### src/rtl/cpld_xorn_parity.sv
// Frame parity generator/checker. An optional registered stage computes the
// XOR of each data word. A two-state FSM folds those word parities into a
// frame accumulator, and a result stage presents Z0/ZV/ERR and the sticky ERRS.
module cpld_xorn_parity #(
    parameter int WIDTH = 8,
    parameter int ODD   = 0,
    parameter int PIPE  = 1
) (
    input  logic             CLK,
    input  logic             CDN,
    input  logic [WIDTH-1:0] A,
    input  logic             VLD,
    input  logic             SOF,
    input  logic             EOF,
    input  logic             PI,
    input  logic             CHK,
    input  logic             CLR,
    output logic             Z0,
    output logic             ZV,
    output logic             ERR,
    output logic             ERRS,
    output logic             BUSY
);

    typedef enum logic {IDLE, ACC} state_t;

    localparam logic ODD_BIT = (ODD != 0);

    logic   word_par;
    logic   s_pw, s_vld, s_sof, s_eof, s_pi, s_chk;
    state_t state_q, state_d;
    logic   acc_q, acc_d;
    logic   acc_new;
    logic   take;
    logic   res_v_q, res_v_d;
    logic   res_f_q, res_f_d;
    logic   res_pi_q, res_pi_d;
    logic   res_chk_q, res_chk_d;
    logic   mismatch;

    assign word_par = ^A;

    if (PIPE != 0) begin : g_pipe
        // Register the word parity together with its qualifiers.
        always_ff @(posedge CLK or negedge CDN) begin
            if (!CDN) begin
                s_pw  <= 1'b0;
                s_vld <= 1'b0;
                s_sof <= 1'b0;
                s_eof <= 1'b0;
                s_pi  <= 1'b0;
                s_chk <= 1'b0;
            end else begin
                s_pw  <= word_par;
                s_vld <= VLD;
                s_sof <= SOF;
                s_eof <= EOF;
                s_pi  <= PI;
                s_chk <= CHK;
            end
        end
    end else begin : g_comb
        // Feed the word parity and qualifiers straight through.
        always_comb begin
            s_pw  = word_par;
            s_vld = VLD;
            s_sof = SOF;
            s_eof = EOF;
            s_pi  = PI;
            s_chk = CHK;
        end
    end

    // Next-state logic: a SOF restarts the frame in either state (aborting an
    // open frame), other words only accumulate while a frame is open.
    always_comb begin
        state_d   = state_q;
        acc_d     = acc_q;
        res_v_d   = 1'b0;
        res_f_d   = res_f_q;
        res_pi_d  = res_pi_q;
        res_chk_d = res_chk_q;
        acc_new   = s_sof ? s_pw : (acc_q ^ s_pw);
        take      = s_vld && (s_sof || (state_q == ACC));
        if (take) begin
            acc_d = acc_new;
            if (s_eof) begin
                state_d   = IDLE;
                res_v_d   = 1'b1;
                res_f_d   = acc_new ^ ODD_BIT;
                res_pi_d  = s_pi;
                res_chk_d = s_chk;
            end else begin
                state_d = ACC;
            end
        end
    end

    // FSM state, accumulator and pending-result registers.
    always_ff @(posedge CLK or negedge CDN) begin
        if (!CDN) begin
            state_q   <= IDLE;
            acc_q     <= 1'b0;
            res_v_q   <= 1'b0;
            res_f_q   <= 1'b0;
            res_pi_q  <= 1'b0;
            res_chk_q <= 1'b0;
        end else begin
            state_q   <= state_d;
            acc_q     <= acc_d;
            res_v_q   <= res_v_d;
            res_f_q   <= res_f_d;
            res_pi_q  <= res_pi_d;
            res_chk_q <= res_chk_d;
        end
    end

    assign mismatch = res_v_q && res_chk_q && (res_f_q != res_pi_q);

    // Result outputs; a new mismatch takes priority over CLR on the sticky flag.
    always_ff @(posedge CLK or negedge CDN) begin
        if (!CDN) begin
            Z0   <= 1'b0;
            ZV   <= 1'b0;
            ERR  <= 1'b0;
            ERRS <= 1'b0;
        end else begin
            ZV  <= res_v_q;
            ERR <= mismatch;
            if (res_v_q) Z0 <= res_f_q;
            if (mismatch)  ERRS <= 1'b1;
            else if (CLR)  ERRS <= 1'b0;
        end
    end

    assign BUSY = (state_q == ACC);

endmodule

### config.mk
export PLATFORM = sky130hd
export DESIGN_NAME = cpld_xorn_parity
export DESIGN_NICKNAME = d
export VERILOG_FILES = /design/src/rtl/cpld_xorn_parity.sv
export SDC_FILE = /design/constraint.sdc
export NUM_CORES = 1
export LEC_CHECK = 0
export CORE_AREA = 2 2 40 42
export DETAILED_ROUTE_END_ITERATION = 16
export DIE_AREA = 0 0 42 44
export GPL_TIMING_DRIVEN = 0
export PLACE_DENSITY_LB_ADDON = 0.05
export RECOVER_POWER = 50
export SLEW_MARGIN = 20
export SYNTH_ARGS = -nofsm -noshare
export SYNTH_HDL_FRONTEND = slang
export SYNTH_SLANG_ARGS = --single-unit
### constraint.sdc
create_clock -name CLK -period 2.12 [get_ports CLK]
set_input_delay 0.318 -clock CLK [delete_from_list [all_inputs] [get_ports CLK]]
set_output_delay 0.318 -clock CLK [all_outputs]
set_load 0.05 [all_outputs]
==> results.md, run 1 <==
* Outcome: finished clean
* Crit path max fanout at 5
* TritonCTS buffer count at 3
* Max-slew headroom at 0.5342
* FF-to-FF path depth at 2
* GP Congestion at 0.6489
* Cts repair resizes at 0
* Clk_lat worst skew at 0.28 ns
* Initial core utilization at 0.4321
* Setup Viol. Count Final at 0
* Mapped Area at 613.1 um^2
* Setup Skew at 0.003473 ns
* Cts hold-fix bufs at 0
* Crit start category: flip-flop
* Synth top area share at 0.6531
* Synth area leaders: dfrtp_1 65%, xnor2_1 10%, mux2_4 4.9%
* Post-Synthesis Cells at 44
* Synthesis-stage register bit count at 16
* Int Pwr at 0.0005828 W
* Layout cells sized above 1 at 0.1176
* Via count at 398
* Logic pwr share at 0.280
* Top post-synthesis cells by count: 16 x dfrtp_1, 7 x xnor2_1, 3 x a21oi_1
* Max Clk Rate at 537.0 MHz
* Hold path cells at 0
* Yosys warns at 0
* R2r setup slk at 0.92 ns
* Die Span X at 42 um
* # IOs at 21
* Drt first pass iters at 2
* Number of placement rows at 14
* Post CTS Setup Buffer Count at 0
* Dpl ws at 0.5626 ns
* H-tree depth at 1
* RSZ-0062 raised after global routing: false
* WS Path Type: flip-flop to output port
* WL final at 911 um
* Area grow syn2layout at 41.84%
* Nets at 85
* CORE AREA at 0.001419 mm^2
* Sw Ratio at 0.3015
* Die Y at 44 um
* Root buffer cell: clkbuf_4
* Total Routing Usage GR at 0.1188
* First-pass GRT wire length at 1.538 mm
* Max rail drop VDD at 556.9 uV
* Critical Path Sink Type: output port
* Clk slew on worst S/H paths at 0.09 ns
* Initial antenna violation count at 0
* Fin util at 0.6129
* WL/cell at 10.85 um
* Req. time, crit path at 1.80 ns
* WP depth at 1
* Max-slew violation count at 0
* CP top delay family: buffers and inverters
* Distinct cell type count after synthesis at 17
* Post-synthesis sequential area ratio at 0.6531
* Least-Margin Pin Slew at 0.6964 ns
* Layout fillers at 120
* Sink Count at 16
* DIE AREA at 0.001848 mm^2
* Post-DRT Antenna Nets at 0
* TritonCTS clock tree: yes
* Crit path DAT at 1.54 ns
* Cell with the most instances after synthesis: dfrtp_1
* Largest net degree at the start of global routing at 17
* Post-synth net total at 60
* Max Cap Viol at 0
* Number of global-route vias before repair at 357
* Pwr dens at 959.6 mW/mm^2
* Avg Cell Area, Syn at 13.93 um^2
* IO Port Bufs at 20
* TNS Setup at 0 ns
* Min-Delay Path Class: flip-flop to flip-flop
* Final hold violation count at 0
* Crit path buf inv count at 1
* Slowest cell on crit path: clkdlybuf4s50_1
* Critical-path cell list: clkdlybuf4s50_1
* FFs w/ async S/R, synth at 1.000
* CTS Buffer Depth at 2
* Leak pwr at 0.3947 nW
* Critical path's largest stage delay at 0.83 ns
* Yosys top cell by area: dfrtp_1
* Main flop type after synthesis: dfrtp_1
* PnR worst setup slack at 0.2579 ns
* Min Tclk post-route at 1.862 ns
* Total gr overflow at 0
* DR DRC count at 0
* Starting DRT DRC Count at 2
* Diode count at 0
* Vias per cell at 4.738
* Psw at 0.0002516 W
* Tcrit/Tclk final at 0.8783
* Post-synth EDFFs at 0
* Flop pwr share at 0.484
* Clk pwr share at 0.235
layer usage:
layer,track usage,part of all wire,vias to the layer above
li1,-,-,194
met2,0.1844,0.47,21
met4,0.07742,0,0
met3,0.03750,0.092,0
met1,0.1432,0.44,183
met5,0,0,-
worst paths after layout:
check	end	from
max	BUSY	BUSY
min	ZV	res_v_q
max reg2reg	res_pi_q	s_sof
min reg2reg	ZV	res_v_q
max in group asynchronous	s_sof	CDN
min in group asynchronous	ERRS	CDN
placed cells by master (no fill, tap or decap), types with 2 or more instances in the layout:
master / Yosys / routed
nand2_1: 2 / 2
dlygate4sd3_1: 0 / 6
dfrtp_1: 16 / 16
a21oi_1: 3 / 3
inv_1: 2 / 2
xnor2_1: 7 / 7
clkdlybuf4s50_1: 0 / 14
mux2_4: 2 / 2
xor2_1: 2 / 2
clkbuf_4: 0 / 3
per-stage QoR:
step           hold WS (ns)  total power (W)  cells  instance area, um^2
2_1_floorplan       0.02241        0.0005587     44                613.1
3_3_place_gp         0.3946        0.0006428     80                833.3
3_5_place_dp         0.4004        0.0006491     80                833.3
4_1_cts              0.4280        0.0008516     84                869.6
5_1_grt              0.4496        0.0008852     84                869.6
6_report             0.4212        0.0008344     84                869.6
power groups by stage:
stage / Combinational (W) / Clock [W] / Sequential (W)
2_1_floorplan: 0.0000946 / 0 / 0.000464
3_3_place_gp: 0.000235 / 0 / 0.000408
3_5_place_dp: 0.000237 / 0 / 0.000412
4_1_cts: 0.000240 / 0.000206 / 0.000406
5_1_grt: 0.000249 / 0.000222 / 0.000414
6_report: 0.000234 / 0.000196 / 0.000404
final cells by class:
cell class	count	area, um^2	share of cell area
Timing Repair Buffer	20	200.2	0.2302
Multi-Input combinational cell	26	205.2	0.2360
Inverter	2	7.507	0.008633
Sequential cell	16	400.4	0.4604
Clock buffer	4	36.28	0.04173
Tap cell	16	20.02	0.02302
cells by family after synthesis:
kind of cell	after synthesis	share of synthesized area
buffers and inverters	2	0.01225
AOI/OAI and AO/OA	7	0.07754
DFF	16	0.6531
xor gates and xnor gates	9	0.1286
and+or+nand+nor	7	0.06125
muxes	3	0.06735
Power figures use the tool's default switching activity.
==> run 2: changes to the inputs <==
- CORE_AREA: 2 2 40 42 -> 8 8 46 48
- DIE_AREA: 0 0 42 44 -> 0 0 54 56
==> results.md, run 2 (synthesis gave the netlist of run 1 again) <==
* Clk pwr share at 0.189
* Sink Count at 16
* WS Path Type: flip-flop to output port
* Min-Delay Path Class: flip-flop to flip-flop
* Total Routing Usage GR at 0.07480
* Layout cells sized above 1 at 0.08955
* Hold endpoint: ZV
* R2r setup slk at 0.75 ns
* TritonCTS buffer count at 3
* WL/cell at 12.72 um
* Req. time, crit path at 1.80 ns
* CP top delay family: buffers and inverters
* Crit path DAT at 1.55 ns
* FF-to-FF path depth at 2
* Post-DRT Antenna Nets at 0
* Diode count at 0
* Clk slew on worst S/H paths at 0.08 ns
* DR DRC count at 0
* Die Y at 56 um
* Clk_lat worst skew at 0.27 ns
* PnR worst setup slack at 0.2497 ns
* CTS Buffer Depth at 2
* Number of placement rows at 14
* Detailed Place HPWL at 831 um
* GP Congestion at 0.7384
* Worst r2r src: BUSY
* Leak pwr at 0.3849 nW
* Dpl cells at 80
* Cts hold-fix bufs at 0
* Area grow syn2layout at 38.78%
* Crit path buf inv count at 1
* Critical-path cell list: clkdlybuf4s50_1
* Initial antenna violation count at 0
* TNS Setup at 0 ns
* Outcome: finished clean
* Post CTS Setup Buffer Count at 0
* Nets at 85
* Least-Margin Pin Slew at 0.6881 ns
* Critical path's largest stage delay at 0.84 ns
* Via count at 405
* Initial core utilization at 0.4268
* Root buffer cell: clkbuf_4
* Number of global-route vias before repair at 384
* Total gr overflow at 0
* Crit path max fanout at 5
* # IOs at 21
* Logic pwr share at 0.298
* Commonest cells after routing, fill and taps aside: 16 x dfrtp_1, 14 x clkdlybuf4s50_1, 7 x xnor2_1
* Setup Viol. Count Final at 0
* Max Clk Rate at 534.7 MHz
* RSZ-0062 raised after global routing: false
* Max Cap Viol at 0
* TritonCTS clock tree: yes
* Die Span X at 54 um
* Int Pwr at 0.0005438 W
* Dpl ws at 0.5549 ns
* WL final at 1.056 mm
* Pwr dens at 921.2 mW/mm^2
* Psw at 0.0002400 W
* Setup Skew at 0.003090 ns
* Slowest cell on crit path: clkdlybuf4s50_1
* Vias per cell at 4.880
* H-tree depth at 1
* DIE AREA at 0.003024 mm^2
* HP Start: res_v_q
* Flop pwr share at 0.513
* Worst Hold Margin at 0.4097 ns
* Cts repair resizes at 0
* Critical Path Sink Type: output port
* Largest net degree at the start of global routing at 17
* Crit start category: flip-flop
* Commonest non-fill, non-tap cell in the layout: dfrtp_1
* Hold path cells at 0
* Starting DRT DRC Count at 8
* Tcrit/Tclk final at 0.8822
* Max-slew headroom at 0.5398
* Drt first pass iters at 6
* CORE AREA at 0.001436 mm^2
* Max rail drop VDD at 448.4 uV
* Min Tclk post-route at 1.870 ns
* Sw Ratio at 0.3062
* Final hold violation count at 0
* Worst r2r dst: res_chk_q
* First-pass GRT wire length at 1.649 mm
* Max-slew violation count at 0
* IO Port Bufs at 20
* Final non-filler cell total at 83
## run 2: cell count changes in the layout (fill, tap and decap cells not counted)
cell | previous run | this run
clkbuf_8 | 1 | 0
o211ai_1 | 0 | 1
o211ai_2 | 1 | 0
## run 2: routing by layer
metal | track usage | up-vias | routed length [um]
met3 | 0.04545 | 0 | 89
met5 | 0 | - | 0
met1 | 0.07932 | 196 | 434
li1 | - | 195 | -
met2 | 0.1095 | 14 | 532
met4 | 0.04225 | 0 | 0
## run 2: cell type report
class	instances	area [um^2]
fillers	129	585.6
flip-flops and latches	16	400.4
multi-input cells	26	200.2
repair buffers	20	200.2
clock buffers	3	22.52
well taps	16	20.02
inverters	2	7.507
## run 2: worst max-delay path by stage
stage / start / end / slack, ns / depth (start not counted)
after floorplan: BUSY / res_chk_q / 0.77 / 2
after global routing: BUSY / BUSY / 0.21 / 1
final: BUSY / BUSY / 0.25 / 1
after detailed placement: BUSY / BUSY / 0.55 / 1
after CTS: BUSY / BUSY / 0.22 / 1
after global placement: BUSY / BUSY / 0.55 / 1
## run 2: through the flow
step                      instance area, um^2    util  total power, W
after floorplan                         613.1       -       0.0005587
after global placement                  833.3  0.5801       0.0006433
after detailed placement                833.3  0.5801       0.0006490
after CTS                               855.8  0.5958       0.0008010
after global routing                    850.8  0.5923       0.0008284
final                                   850.8  0.5923       0.0007838
## run 2: power groups by stage
stage	clock network, W	logic [W]	registers (W)
after global routing	0.000172	0.000249	0.000407
after global placement	0	0.000236	0.000407
after detailed placement	0	0.000240	0.000409
after CTS	0.000158	0.000240	0.000403
final	0.000148	0.000234	0.000402
after floorplan	0	0.0000946	0.000464
==> run 3: changes to the inputs <==
- CORE_AREA: 8 8 46 48 -> 2 2 40 42
- DIE_AREA: 0 0 54 56 -> 0 0 42 44
- PLACE_DENSITY: not set -> 0.81
- PLACE_DENSITY_LB_ADDON: 0.05 -> not set
==> results.md, run 3 (synthesis gave the netlist of run 1 again) <==
* Metal3 WL at 66 um
* Post CTS Setup Buffer Count at 0
* Met2 wire len at 469 um
* Worst Hold Margin at 0.4083 ns
* TritonCTS clock tree: yes
* Largest net degree at the start of global routing at 17
* Drt first pass iters at 2
* Commonest cells after routing, fill and taps aside: 16 x dfrtp_1, 14 x clkdlybuf4s50_1, 7 x xnor2_1
* Critical Path Sink Type: output port
* Max Cap Viol at 0
* Die Span X at 42 um
* M1 WL at 321 um
* Die Y at 44 um
* Vias per cell at 4.774
* Clk slew on worst S/H paths at 0.09 ns
* WL final at 877 um
* Via count at 401
* Outcome: finished clean
* Root buffer cell: clkbuf_4
* Final hold violation count at 0
* Tcrit/Tclk final at 0.8777
* IO Port Bufs at 20
* CORE AREA at 0.001419 mm^2
* TritonCTS buffer count at 3
* CTS Buffer Depth at 2
* DIE AREA at 0.001848 mm^2
* Max rail drop VDD at 450.5 uV
* Layout fillers at 121
* RSZ-0062 raised after global routing: false
* WL/cell at 10.44 um
* Multi-input logic area at 205.2 um^2
* TNS Setup at 0 ns
* Initial antenna violation count at 0
* CP startpoint: BUSY
* Max Clk Rate at 537.4 MHz
* Number of global-route vias before repair at 411
* Sink Count at 16
* Critical-path cell list: clkdlybuf4s50_1
* Post-placement cell area at 833.3 um^2
* Starting DRT DRC Count at 2
* PnR worst setup slack at 0.2592 ns
* Total gr overflow at 0
* Slowest cell on crit path: clkdlybuf4s50_1
* Crit start category: flip-flop
* Crit path buf inv count at 1
* Layout cells sized above 1 at 0.1176
* Fin util at 0.6129
* Commonest non-fill, non-tap cell in the layout: dfrtp_1
* H-tree depth at 1
* Cts repair resizes at 0
* Req. time, crit path at 1.80 ns
* First-pass GRT wire length at 1.607 mm
* Highest Signal Layer: met4
* Min-Delay Path Class: flip-flop to flip-flop
* HP Start: res_v_q
* Initial core utilization at 0.4321
* Pwr dens at 950.8 mW/mm^2
* Worst r2r src: s_sof
* Critical path's largest stage delay at 0.83 ns
* Nets at 85
* CP top delay family: buffers and inverters
* Max-slew headroom at 0.5399
* Max-slew violation count at 0
* Least-Margin Pin Slew at 0.6879 ns
* GP Congestion at 0.6018
* Post-DRT Antenna Nets at 0
* Cts hold-fix bufs at 0
* Detailed Place HPWL at 700.3 um
* Total Routing Usage GR at 0.1248
* # IOs at 21
* Final instance area at 869.6 um^2
* Crit path max fanout at 5
* Number of placement rows at 14
* Clk_lat worst skew at 0.28 ns
* WS Path Type: flip-flop to output port
* Diode count at 0
* Dpl ws at 0.5551 ns
* Area grow syn2layout at 41.84%
* Setup Skew at 0.002865 ns
* Min Tclk post-route at 1.861 ns
* Leak pwr at 0.3947 nW
* DR DRC count at 0
* Crit path DAT at 1.54 ns
* Storage cell area at 400.4 um^2
* Setup Viol. Count Final at 0
## run 3: per-stage QoR
step                power [W]  std cells
global route        0.0008778         84
floorplan           0.0005587         44
detailed placement  0.0006494         80
finish              0.0008268         84
CTS                 0.0008436         84
global placement    0.0006395         80
## run 3: final timing paths
check | endpoint | slack [ns] | depth (start not counted)
max reg2reg | res_pi_q | 0.93 | 2
min | ZV | 0.41 | 0
min reg2reg | ZV | 0.41 | 0
max | BUSY | 0.26 | 1
max in group asynchronous | res_f_q | 1.17 | 1
min in group asynchronous | s_eof | 0.52 | 1
## run 3: layer usage
| metal | up-vias | GRT usage |
|---|---|---|
| li1 | 193 | - |
| met1 | 186 | 0.1317 |
| met2 | 20 | 0.1938 |
| met3 | 2 | 0.03333 |
| met4 | 0 | 0.1355 |
| met5 | - | 0 |
## run 3: power breakdown
group | internal, W | switching (W) | total, W | leakage [nW]
combinational | 0.000116 | 0.000116 | 0.000233 | 0.177
clock | 0.000104 | 0.0000861 | 0.000190 | 0.0210
sequential | 0.000362 | 0.0000415 | 0.000404 | 0.197
total | 0.000583 | 0.000244 | 0.000827 | 0.395
## run 3: area by class of cell
| class | count | share of cell area |
|---|---|---|
| clock buffers | 4 | 0.04173 |
| inverters | 2 | 0.008633 |
| multi-input cells | 26 | 0.2360 |
| flip-flops and latches | 16 | 0.4604 |
| well taps | 16 | 0.02302 |
| repair buffers | 20 | 0.2302 |
